File: src/rtl/rot_display_pkg.sv
// Shared geometry constants and the column driver state encoding for the rotational display.
package rot_display_pkg;
    localparam int ROTATIONAL_RES = 1024;
    localparam int DISPLAY_RADIUS = 32;
    localparam int DISPLAY_HEIGHT = 64;
    localparam int TW = $clog2(ROTATIONAL_RES);
    localparam int RW = $clog2(DISPLAY_RADIUS);

    typedef enum logic [2:0] {
        IDLE,
        REQ,
        WAIT_RD,
        SHIFT,
        LATCH
    } driver_state_t;
endpackage

File: src/rtl/shift_out_pair.sv
// Serialises two columns MSB-first onto a shared divided shift clock; data moves on the falling edge.
module shift_out_pair #(
    parameter int H  = 64,
    parameter int CD = 2
) (
    input  logic                clk_in,
    input  logic                rst_in,
    input  logic                load,
    input  logic                start,
    input  logic [1:0][H-1:0]   cols,
    output logic [1:0]          ser_data,
    output logic                ser_clk,
    output logic                done
);
    localparam int DW = (CD > 1) ? $clog2(CD) : 1;
    localparam int BW = $clog2(H);

    logic [1:0][H-1:0] sr;
    logic [DW-1:0]     div;
    logic [BW-1:0]     bits;
    logic              active;
    logic              phase;
    logic              last_div;

    assign last_div = (div == DW'(CD - 1));
    assign done     = active && phase && last_div && (bits == BW'(H - 1));
    assign ser_data = {sr[1][H-1], sr[0][H-1]};

    always_ff @(posedge clk_in or posedge rst_in) begin
        if (rst_in) begin
            sr      <= '0;
            div     <= '0;
            bits    <= '0;
            active  <= 1'b0;
            phase   <= 1'b0;
            ser_clk <= 1'b0;
        end else begin
            if (load) sr <= cols;
            if (start) begin
                active  <= 1'b1;
                phase   <= 1'b0;
                div     <= '0;
                bits    <= '0;
                ser_clk <= 1'b0;
            end else if (active) begin
                if (last_div) begin
                    div <= '0;
                    if (!phase) begin
                        ser_clk <= 1'b1;
                        phase   <= 1'b1;
                    end else begin
                        // falling edge: advance to the next bit
                        ser_clk <= 1'b0;
                        phase   <= 1'b0;
                        sr[0]   <= {sr[0][H-2:0], 1'b0};
                        sr[1]   <= {sr[1][H-2:0], 1'b0};
                        bits    <= bits + BW'(1);
                        if (bits == BW'(H - 1)) active <= 1'b0;
                    end
                end else begin
                    div <= div + DW'(1);
                end
            end
        end
    end
endmodule

File: src/rtl/column_shift_driver.sv
// Reads the opposing column pair for each angular slot and shifts it out to the two blade chains.
module column_shift_driver
    import rot_display_pkg::*;
#(
    parameter int READ_LATENCY = 2,
    parameter int CLK_DIV      = 2
) (
    input  logic                             clk_in,
    input  logic                             rst_in,
    input  logic                             theta_tick,
    input  logic [TW-1:0]                    theta_in,
    input  logic                             buf_busy,
    input  logic [1:0][DISPLAY_HEIGHT-1:0]   columns_in,
    input  logic [1:0][RW-1:0]               radii_in,
    output logic [TW-1:0]                    theta_read,
    output logic [1:0]                       ser_data,
    output logic                             ser_clk,
    output logic                             ser_latch,
    output logic                             ser_oe_n,
    output logic [1:0][RW-1:0]               radii_out,
    output logic                             overrun
);
    localparam int CW = $clog2(READ_LATENCY + 2);

    driver_state_t      state;
    logic [TW-1:0]      pend_theta;
    logic               pend_vld;
    logic [CW-1:0]      rd_cnt;
    logic [1:0][RW-1:0] radii_sh;
    logic               capture;
    logic               shift_done;

    // read data is trusted only after READ_LATENCY+1 consecutive non-busy cycles
    assign capture = ((state == REQ) || (state == WAIT_RD)) && !buf_busy &&
                     (rd_cnt == CW'(READ_LATENCY));

    shift_out_pair #(
        .H  (DISPLAY_HEIGHT),
        .CD (CLK_DIV)
    ) u_shift (
        .clk_in   (clk_in),
        .rst_in   (rst_in),
        .load     (capture),
        .start    (capture),
        .cols     (columns_in),
        .ser_data (ser_data),
        .ser_clk  (ser_clk),
        .done     (shift_done)
    );

    always_ff @(posedge clk_in or posedge rst_in) begin
        if (rst_in) begin
            state      <= IDLE;
            theta_read <= '0;
            pend_theta <= '0;
            pend_vld   <= 1'b0;
            rd_cnt     <= '0;
            radii_sh   <= '0;
            radii_out  <= '0;
            ser_latch  <= 1'b0;
            ser_oe_n   <= 1'b1;
            overrun    <= 1'b0;
        end else begin
            ser_latch <= 1'b0;
            if (theta_tick && state != IDLE) begin
                if (pend_vld) overrun <= 1'b1;
                pend_theta <= theta_in;
                pend_vld   <= 1'b1;
            end
            case (state)
                IDLE: begin
                    if (theta_tick) begin
                        theta_read <= theta_in;
                        rd_cnt     <= '0;
                        state      <= REQ;
                    end
                end
                REQ, WAIT_RD: begin
                    if (buf_busy) begin
                        rd_cnt <= '0;
                        state  <= WAIT_RD;
                    end else if (capture) begin
                        radii_sh <= radii_in;
                        state    <= SHIFT;
                    end else begin
                        rd_cnt <= rd_cnt + CW'(1);
                        state  <= WAIT_RD;
                    end
                end
                SHIFT: begin
                    if (shift_done) begin
                        ser_latch <= 1'b1;
                        radii_out <= radii_sh;
                        ser_oe_n  <= 1'b0;
                        state     <= LATCH;
                    end
                end
                LATCH: begin
                    // a tick landing on this cycle is taken directly instead of parking it
                    if (theta_tick || pend_vld) begin
                        theta_read <= theta_tick ? theta_in : pend_theta;
                        pend_vld   <= 1'b0;
                        rd_cnt     <= '0;
                        state      <= REQ;
                    end else begin
                        state <= IDLE;
                    end
                end
                default: state <= IDLE;
            endcase
        end
    end
endmodule

File: config.mk
export PLATFORM = sky130hd
export DESIGN_NAME = column_shift_driver
export DESIGN_NICKNAME = d
export VERILOG_FILES = /design/src/rtl/rot_display_pkg.sv /design/src/rtl/shift_out_pair.sv /design/src/rtl/column_shift_driver.sv
export SDC_FILE = /design/constraint.sdc
export NUM_CORES = 1
export LEC_CHECK = 0
export ABC_AREA = 1
export BUFFER_PORTS_ARGS = -buffer_cell sky130_fd_sc_hd__buf_4
export CAP_MARGIN = 25
export CORE_MARGIN = 5
export CORE_UTILIZATION = 25
export DETAILED_ROUTE_END_ITERATION = 7
export GPL_TIMING_DRIVEN = 0
export PLACE_DENSITY_LB_ADDON = 0.12
export SLEW_MARGIN = 30
export SYNTH_ARGS = -nofsm -noshare
export SYNTH_HDL_FRONTEND = slang
export SYNTH_SLANG_ARGS = --single-unit
export TNS_END_PERCENT = 100
File: constraint.sdc
create_clock -name clk_in -period 6.12 [get_ports clk_in]
set_input_delay 0.612 -clock clk_in [delete_from_list [all_inputs] [get_ports clk_in]]
set_output_delay 0.612 -clock clk_in [all_outputs]
set_load 0.1 [all_outputs]
Word level (Yosys, flattened, before mapping) --
Cells that the tools add are included.
Storage, ports and cells: flip-flop bits (word level) 186, bits of input ports 152, output and inout port bits 26, logic and storage cells 98
Cells by class: add/subtract/negate cells 3, eq/ne operators 10, mux-type cells 41, bitwise gates (word level) 1, reductions and logical operators 25
Operators by type and width (number):
- two-way mux 128 bit | 5
- two-way mux 10 bit | 3
- two-way mux 6 bit | 4
- two-way mux 1 bit | 20
- one-hot mux 10 bit (2 select lines) | 1
- one-hot mux 3 bit (4 select lines) | 1
- AND reduction 3 bit | 3
- two-way mux 2 bit | 4
- AND reduction 2 bit | 4
- nonzero test 2 bit | 4
- adder 6 x 1 -> 6 bit (second input constant) | 1
- == test 3 x 2 -> 1 bit (second input constant) | 2
- == test 6 bit (second input constant) | 1
- logical AND 1 bit | 6
- two-way mux 3 bit | 2
- != test 2 bit (second input constant) | 3
- one-hot mux 2 bit (3 select lines) | 1
- nonzero test 3 bit | 2
- AND reduction 4 bit | 1
- == test 3 x 1 -> 1 bit (second input constant) | 1
- == test 3 bit (second input constant) | 1
- zero test 3 bit | 1
- != test 3 bit (second input constant) | 1
- adder 2 x 1 -> 2 bit (second input constant) | 1
- 6 further kinds | 7

Logic depth before layout (Yosys ltp) --
word-level depth 9, depth in mapped cells 9, mapped depth without buffers 8

Hierarchy --
A second synthesis with hierarchy kept.
Unflattened totals: cell total of the unflattened synthesis 1128, area, all modules 9190.1 um^2
By module, submodules not included:
- shift_out_pair | times used 1, cells an instance 877, area an instance 7088.0 um^2, seq. area each 3428.3 um^2
- column_shift_driver | times used 1, cells an instance 251, area an instance 2102.0 um^2, seq. area each 1227.4 um^2

Worst setup path after synthesis --
OpenSTA, ideal clock, no wires.
path type register -> register, from reg u_shift.ser_clk (netlist name), to reg u_shift.sr[123] in the netlist's numbering, library setup time 0.117 ns, arrival 1.872 ns, required time 6.003 ns, setup slack 4.131 ns, stages on the path, launching flop included 8, buffers on the path 2, clock period less this slack 1.989 ns, path through dfrtp_1 nand2_2 inv_2 buf_2 buf_2 nand3_1 nand2_1 nor2_1
RTL lines:
- to (signal assigned) | line shift_out_pair.sv:38 | if (load) sr <= cols;
- to (decl) | line shift_out_pair.sv:18 | logic [1:0][H-1:0] sr;

Worst setup path in the final report --
from reg rd_cnt[0], to reg u_shift.sr[87] in the netlist's numbering
On the way: word-level cells in the longest chain between the ends 7
RTL lines:
- from (decl) | line column_shift_driver.sv:28 | logic [CW-1:0] rd_cnt;
- from (signal assigned) | line column_shift_driver.sv:86 | rd_cnt <= rd_cnt + CW'(1);
- == test 2 bit * | line column_shift_driver.sv:35 | (rd_cnt == CW'(READ_LATENCY));
- logical AND 1 bit * | line column_shift_driver.sv:34 | assign capture = ((state == REQ) || (state == WAIT_RD)) && !buf_busy &&
- two-way mux 128 bit | line shift_out_pair.sv:38
- two-way mux 128 bit | line shift_out_pair.sv:48 | if (!phase) begin
- two-way mux 128 bit | line shift_out_pair.sv:46 | if (last_div) begin
- two-way mux 128 bit | line shift_out_pair.sv:45 | end else if (active) begin
- two-way mux 128 bit * | line shift_out_pair.sv:39 | if (start) begin
Mark *: on every way between the ends. The rest lies on a longest branch, timed or not. A chain may end at the register's enable or synchronous reset.

==> results.toml <==
[timing]
setup_ws_ps = 3768
fin_tns_setup_ps = 0
drv_slew = 0
hold-worst-slack_ps = 173.6
setup_viol = 0
skew_ps = 17.27
hold_viol = 0
period_needed_ps = 2352
period_share_pct = 38.43
max_slew_margin_pct = 41.35
tightestPinTransition_ps = 879.8
fmax_ghz = 0.4251
grt_setup_unrepaired = "no"

[clock_tree]
cts_tree = "built"
root_buffer = "clkbuf_16"
cts_resized = 0
path_clk_slew_ps = 70
h-tree-depth = 4
cts.sinks = 186
holdBufCountCts = 0
clk_latency_ps = 450
post_cts_buffers = 0
clock_path_buffers = 2
numCtsBuffers = 17

[die]
core_sq_um = 38740
io_pins = 178
die_w_microns = 208.3
dieArea_sq_um = 43380
die_height_microns = 208.3
start_util_pct = 25.37
num_rows = 72

[power_and_ir_drop]
ir_drop_mv = 0.1774
powerDensity_nw_per_um2 = 431.6
power.leakage_nw = 6.960
finalPower_w = 0.005366

[yosys]
synth.ff_latch_count = 186
seq_area_frac_synth_pct = 47.37
yosys.cell_types.count = 25
netlist_instances = 1378
ys.flop_type = "dfrtp_1"
netlist_area_sq_um = 9828
synth_edf_count = 0
ys.warnings.count = 0
syn_avg_cell_area_sq_um = 7.132
synthArstFlopShare_pct = 100.0
syn-num-nets = 1532
ys_top_cells_by_area = "dfrtp_1 47%, inv_1 11%, nor2_1 11%, nand4_1 8.0%, nand2_1 8.0%"
synth_area_leader_cell = "dfrtp_1"
synth_top_cell_area_share_pct = 47.10

[placement]
place_hpwl_mm = 21.28
dp_cells = 2075
finalWeightedCongestion = 0.7239
io_buffers = 177
post-place-ws_ps = 3700

[final_layout]
fill_cells = 4265
final_common_cell = "nor2_1"
drive_gt1_share_pct = 16.30
mostFrequentLayoutCells = "278 x nor2_1, 277 x inv_1, 209 x nand2_1"
finalNetCount = 1730
syn2layout_area_growth_pct = 26.48
antenna_cells = 0
layoutNonFillerInstCount = 2107

[critical_path]
arrival_ps = 2690
crit_path_max_fanout = 10
required_ps = 6460
end_kind = "flip-flop"
startpoint_type = "flip-flop"
crit_type = "flip-flop to flip-flop"

[global_route]
antenna_found_initial = 0
overflow = 0
grt_pass1_vias = 8861
grt_pass1_wl_mm = 47.76
grt_util_all_layers_pct = 13.55
grt_max_degree = 74

[detailed_routing]
wl_mm = 29.54
route.detailed.drc = 0
drt_first_iter_violations = 416
ant_nets = 0
drt-pass1-iter-count = 4
wire_per_inst_microns = 14.02
vias = 8881
viasPerCell = 4.215

[outcome]
outcome = "completed"

[hold_path]
hold_path.class = "primary input to asynchronous set/reset pin"

[run]
cap_violations = 0
## metrics by stage
stage | utilization [%] | area [sq um]
global placement | 30.47 | 11810
global route | 32.09 | 12430
floorplan | - | 9828
CTS | 32.09 | 12430
detailed placement | 30.64 | 11870
finish | 32.09 | 12430
## power breakdown
part	total, W	internal, W	switching [W]
combinational	0.00242	0.000710	0.00171
clock	0.00111	0.000570	0.000537
sequential	0.00184	0.00165	0.000194
total	0.00537	0.00293	0.00244
## Yosys cell counts (2+ instances only)
cell / number
a21oi_1: 2
buf_1: 8
buf_2: 33
buf_4: 7
clkbuf_1: 46
dfrtp_1: 185
ha_1: 2
inv_1: 278
inv_2: 2
nand2_1: 209
nand2_2: 2
nand3_1: 135
nand4_1: 126
nor2_1: 278
nor3b_1: 2
o21ai_0: 53
xor2_1: 2
## cells by family (layout without fill, tap and decap cells)
group           after synthesis  count (layout)  synth area share [%]
buf+inv                     374             585                 14.97
mux                           1               1                0.1019
flops                       186             186                 47.37
xor+xnor                      3               3                0.2674
fa+ha+maj                     2               2                0.2546
simple gates                755             755                 34.08
compound gates               57              57                 2.954
## area by class of cell
class | count | area, sq um | area share [%]
Sequential cell | 186 | 4656 | 37.45
Multi-Input combinational cell | 818 | 3701 | 29.77
Timing Repair Buffer | 179 | 1384 | 11.13
Inverter | 280 | 1059 | 8.515
Tap cell | 518 | 648.1 | 5.214
Clock buffer | 18 | 429.2 | 3.452
Buffer | 94 | 420.4 | 3.382
Clock inverter | 14 | 133.9 | 1.077
## critical path, cell delays in order (launching register included)
cell and delay (ps):
dfrtp_1 390, inv_1 70, ha_1 130, buf_2 370, clkbuf_1 590, clkbuf_1 400, nand4_1 160, nand2_1 100
nor2_1 40
## per-layer routing
metal  routed length (microns)  share of wire (%)  global-route usage (%)
met4                       230               0.78                   2.605
met5                         0                  0                       0
met2                     13200                 45                   21.66
met1                     15000                 51                   19.17
met3                      1116                3.8                   2.802
## flip-flops by register name (all words and copies together) (netlist names)
signal,count
ser_latch,1
u_shift.active,1
radii_sh,10
ser_oe_n,1
u_shift.ser_clk,1
theta_read,10
pend_theta,10
u_shift.ser_data,2
pend_vld,1
state,3
radii_out,10
u_shift.div,1
rd_cnt,2
overrun,1
u_shift.bits,6
u_shift.sr,126
## path summary, 6_finish.rpt
path	depth (start not counted)	slack, ps	to	from
max in group asynchronous	3	5220	ser_oe_n	rst_in
min	2	170	u_shift.sr[85]	rst_in
max reg2reg	8	3770	u_shift.sr[87]	rd_cnt[0]
min reg2reg	2	450	ser_oe_n	ser_oe_n
min in group clk_in	3	370	radii_sh[2]	radii_in[2]
max	8	3770	u_shift.sr[87]	rd_cnt[0]
No activity file was read; power rests on OpenSTA's default activity.
